**src/rtl/ldl_rr_arb_bin.sv**
```systemverilog
// Round-robin arbiter over 2^BIN_WIDTH requesters. The winner is presented as a registered
// binary index with a valid/ready handshake, meant to drive a binary-to-one-hot decoder.
module ldl_rr_arb_bin #(
  parameter int unsigned BIN_WIDTH = 4
) (
  input  logic                     clk,
  input  logic                     rst_n,
  input  logic [(1<<BIN_WIDTH)-1:0] req,
  input  logic                     lock,
  input  logic                     gnt_ready,
  output logic                     gnt_vld,
  output logic [BIN_WIDTH-1:0]     gnt_idx
);

  localparam int unsigned N = 1 << BIN_WIDTH;

  typedef enum logic [0:0] {StIdle, StGrant} state_e;

  state_e               state_q, state_d;
  logic [BIN_WIDTH-1:0] gnt_idx_q, gnt_idx_d;
  logic [BIN_WIDTH-1:0] ptr_q, ptr_d;
  logic [BIN_WIDTH-1:0] base;
  logic [BIN_WIDTH-1:0] cand;
  logic [BIN_WIDTH-1:0] winner;
  logic                 accept;
  logic                 any_req;

  assign accept  = (state_q == StGrant) && gnt_ready;
  assign any_req = |req;
  // On acceptance the just-granted index becomes the new priority base in the same cycle.
  assign base    = accept ? gnt_idx_q : ptr_q;

  // Scan from lowest to highest priority so the last hit (closest to base+1) wins;
  // i == N wraps back to base itself, giving it the lowest priority.
  always_comb begin
    winner = base;
    cand   = base;
    for (int i = N; i >= 1; i--) begin
      cand = base + BIN_WIDTH'(i);
      if (req[cand]) begin
        winner = cand;
      end
    end
  end

  always_comb begin
    state_d   = state_q;
    gnt_idx_d = gnt_idx_q;
    ptr_d     = ptr_q;
    unique case (state_q)
      StIdle: begin
        if (any_req) begin
          gnt_idx_d = winner;
          state_d   = StGrant;
        end
      end
      StGrant: begin
        if (gnt_ready) begin
          ptr_d = gnt_idx_q;
          if (lock && req[gnt_idx_q]) begin
            gnt_idx_d = gnt_idx_q;
          end else if (any_req) begin
            gnt_idx_d = winner;
          end else begin
            state_d = StIdle;
          end
        end
      end
      default: state_d = StIdle;
    endcase
  end

  always_ff @(posedge clk or negedge rst_n) begin
    if (!rst_n) begin
      state_q   <= StIdle;
      gnt_idx_q <= '0;
      ptr_q     <= BIN_WIDTH'(N - 1);
    end else begin
      state_q   <= state_d;
      gnt_idx_q <= gnt_idx_d;
      ptr_q     <= ptr_d;
    end
  end

  assign gnt_vld = (state_q == StGrant);
  assign gnt_idx = gnt_idx_q;

endmodule

```
**config.mk**
```make
export PLATFORM = sky130hd
export DESIGN_NAME = ldl_rr_arb_bin
export DESIGN_NICKNAME = d
export VERILOG_FILES = /design/src/rtl/ldl_rr_arb_bin.sv
export SDC_FILE = /design/constraint.sdc
export NUM_CORES = 1
export LEC_CHECK = 0
export BUFFER_PORTS_ARGS = -buffer_cell sky130_fd_sc_hd__buf_2
export CAP_MARGIN = 20
export CORE_ASPECT_RATIO = 1.5
export CORE_MARGIN = 8
export CORE_UTILIZATION = 60
export DETAILED_ROUTE_END_ITERATION = 16
export PLACE_DENSITY = 0.8
export SETUP_SLACK_MARGIN = 0.1
export SLEW_MARGIN = 10
export SYNTH_ARGS = -nofsm -noshare
export SYNTH_HDL_FRONTEND = slang
export SYNTH_SLANG_ARGS = --single-unit
```
**constraint.sdc**
```tcl
create_clock -name clk -period 4.9 [get_ports clk]
set_input_delay 1.47 -clock clk [delete_from_list [all_inputs] [get_ports clk]]
set_output_delay 1.47 -clock clk [all_outputs]
set_load 0.05 [all_outputs]
```
==> impl_metrics.toml <==
[run_status]
status = "finished clean"

[timing]
finalHoldViolCount = 0
holdWs_ps = 710
final-setup-viol-count = 0
fin_crit_sh = 0.895
slew_viol_final = 0
fmax_ghz = 0.228
fin_crit_ps = 4380
setup_tns_ps = 0
relSlewSlack = 0.558
finClkSkew_ps = 6.01
rsz0062_at_grt = "no"
tightest_slew_ps = 660

[logic_synthesis]
synth_ff_type = "dfrtp_1"
synth_area_leader_cell = "nand3_1"
synth-simple-area-share = 0.306
synth.distinct_cells = 71
yosys_warnings = 0
synth-edff-count = 0
synth_compound_area_frac = 0.307
syn-instance-count = 373
synthesis.nets = 394
synth_top_family_by_area = "compound AO/OA/AOI/OAI gates"
synth.cells.most_frequent = "49 x nand3_1, 33 x o21ai_0, 27 x nand2_1"
yosysTopAreaCellShare = 0.0885
synth_xor_area_frac = 0.0592
ys_ff_latch = 9
synthMuxAreaShare = 0.182
synthTopCellsByArea = "nand3_1 8.9%, mux4_2 8.1%, o21ai_0 6.0%"
async_flop_share = 1.00
synth.avg_cell_area_um2 = 7.43
yosysSeqAreaShare = 0.0831
synth_fa_ha_area_frac = 0.00452
netlist_area_mm2 = 0.00277
synthMostInstantiatedCell = "nand3_1"

[critical_path]
cp-startpoint = "gnt_ready"
cp_top_family = "compound AO/OA/AOI/OAI gates"
start_kind = "primary input"
critPathCaptureType = "register"
cp_cell_sequence = "buf_2, and3_4, nor2_4, inv_1, ha_1, mux4_2, a21o_1, a311oi_1, o21ai_0, a221oi_1, o21ai_0"
cp_num_buf_inv = 2
crit_top_cell = "o21ai_0"
path_max_fanout = 13
r2r-start = "gnt_vld"
critPathSlowestCell = "mux4_2"
cpPeakStageDelay_ps = 620
worstPathArrival_ps = 4480
required_ps = 5000
worstSetupPathType = "in -> reg"

[detailed_routing]
drt_iter0_markers = 370
via_per_inst = 7.55
drtAntennaViolNets = 0
drt_pass1_iterations = 5
routed_wirelength_um = 10100
drc = 0
vias = 3359
wl_per_cell_um = 22.8

[cts]
hold_buffers = 0
cts_sinks = 9
cts_resized = 0
post_cts_buffers = 0
tritoncts = "done"
cts_root_buf = "clkbuf_8"
clk_pin_slew_ps = 50
h-tree-depth = 1
cts_buffers = 3
cts_max_path_buffers = 2
clock_latency_ps = 240

[finish]
final_area_mm2 = 0.00302
area_growth_pct = 8.85
n_antenna_cell = 0
final_nets = 419
drive_above_1_share = 0.252
fin_cells = 445

[place]
dp_hpwl_um = 7660
placed_cell_area_mm2 = 0.00297
dp_cells = 441
gp_congestion = 1.02
io_buffer_count = 24

[floorplanning]
coreArea_mm2 = 0.00450
die_h_um = 99.2
dieWidth_um = 71.5
start_util = 0.615
io_pins = 25
rows = 30
fp.dieArea_mm2 = 0.00709

[grt]
grt_first_pass_wirelength_um = 16100
grt.overflow.total = 0
gr-usage-all-layers = 0.282
grt_pass1_vias = 3181
grt_max_degree = 22
grt_antenna_before_repair = 0

[run]
max_cap_violations = 0

[hold_path]
hp-start = "gnt_idx[2]"
hold_class = "reg -> reg"
[layer usage]
metal  part of all wire  track usage
met4              0.050        0.150
met3              0.098       0.0352
met1               0.37        0.327
met2               0.48        0.486
met5                  0            0
[through the flow]
step,util,setup WS (ps)
after floorplan,-,227
after global placement,0.659,422
after global routing,0.669,339
after detailed placement,0.659,372
after CTS,0.669,615
final,0.669,516
[worst paths after layout]
kind	to	slack, ps	depth (start not counted)
setup / recovery	gnt_idx[3]	520	11
hold / removal	gnt_idx[2]	710	2
setup reg to reg	gnt_idx[3]	1280	10
hold reg to reg	gnt_idx[2]	710	2
max in group asynchronous	ptr_q[2]	3580	1
min in group asynchronous	gnt_idx[2]	1070	1
[cells in the final DEF, fill, tap and decap left out, drive strengths merged, types with 5 or more instances in the layout]
master  instances
mux2i          12
a21bo           5
a21oi          18
nand2          28
a221o           5
nor3            9
a31oi           6
nor2           19
a21boi          6
mux4           10
nand4          18
xnor2          14
o21ai          39
a211oi          7
nor4            6
buf            42
nand2b          7
nand3          49
inv             9
mux2           11
and3            6
dfrtp           5
and2            6
[state kept, by name, indices dropped and copies added (netlist names)]
name	cells
gnt_idx	4
ptr_q	4
gnt_vld	1
[final cells by class]
class	count	area (um2)
Inverter	10	45.0
Timing Repair Buffer	42	255
Sequential cell	9	230
Clock buffer	4	45.0
Multi-Input combinational cell	332	2380
Fill cell	405	1490
Tap cell	48	60.1
[cells by family after synthesis]
family	Yosys count
xor gates and xnor gates	14
adders and majority gates	1
DFF	9
muxes	33
AOI/OAI and AO/OA	124
and+or+nand+nor	160
buffers and inverters	32
[tightest hold or removal path, delay by kind of cell, from the launching register on]
kind / cells / cell delay (ps)
compound gates: 2 / 210
flops: 1 / 450
Power is left out: the tool's default activity adds up to more than one toggle a clock period on the data nets, which glitch-free logic cannot reach.
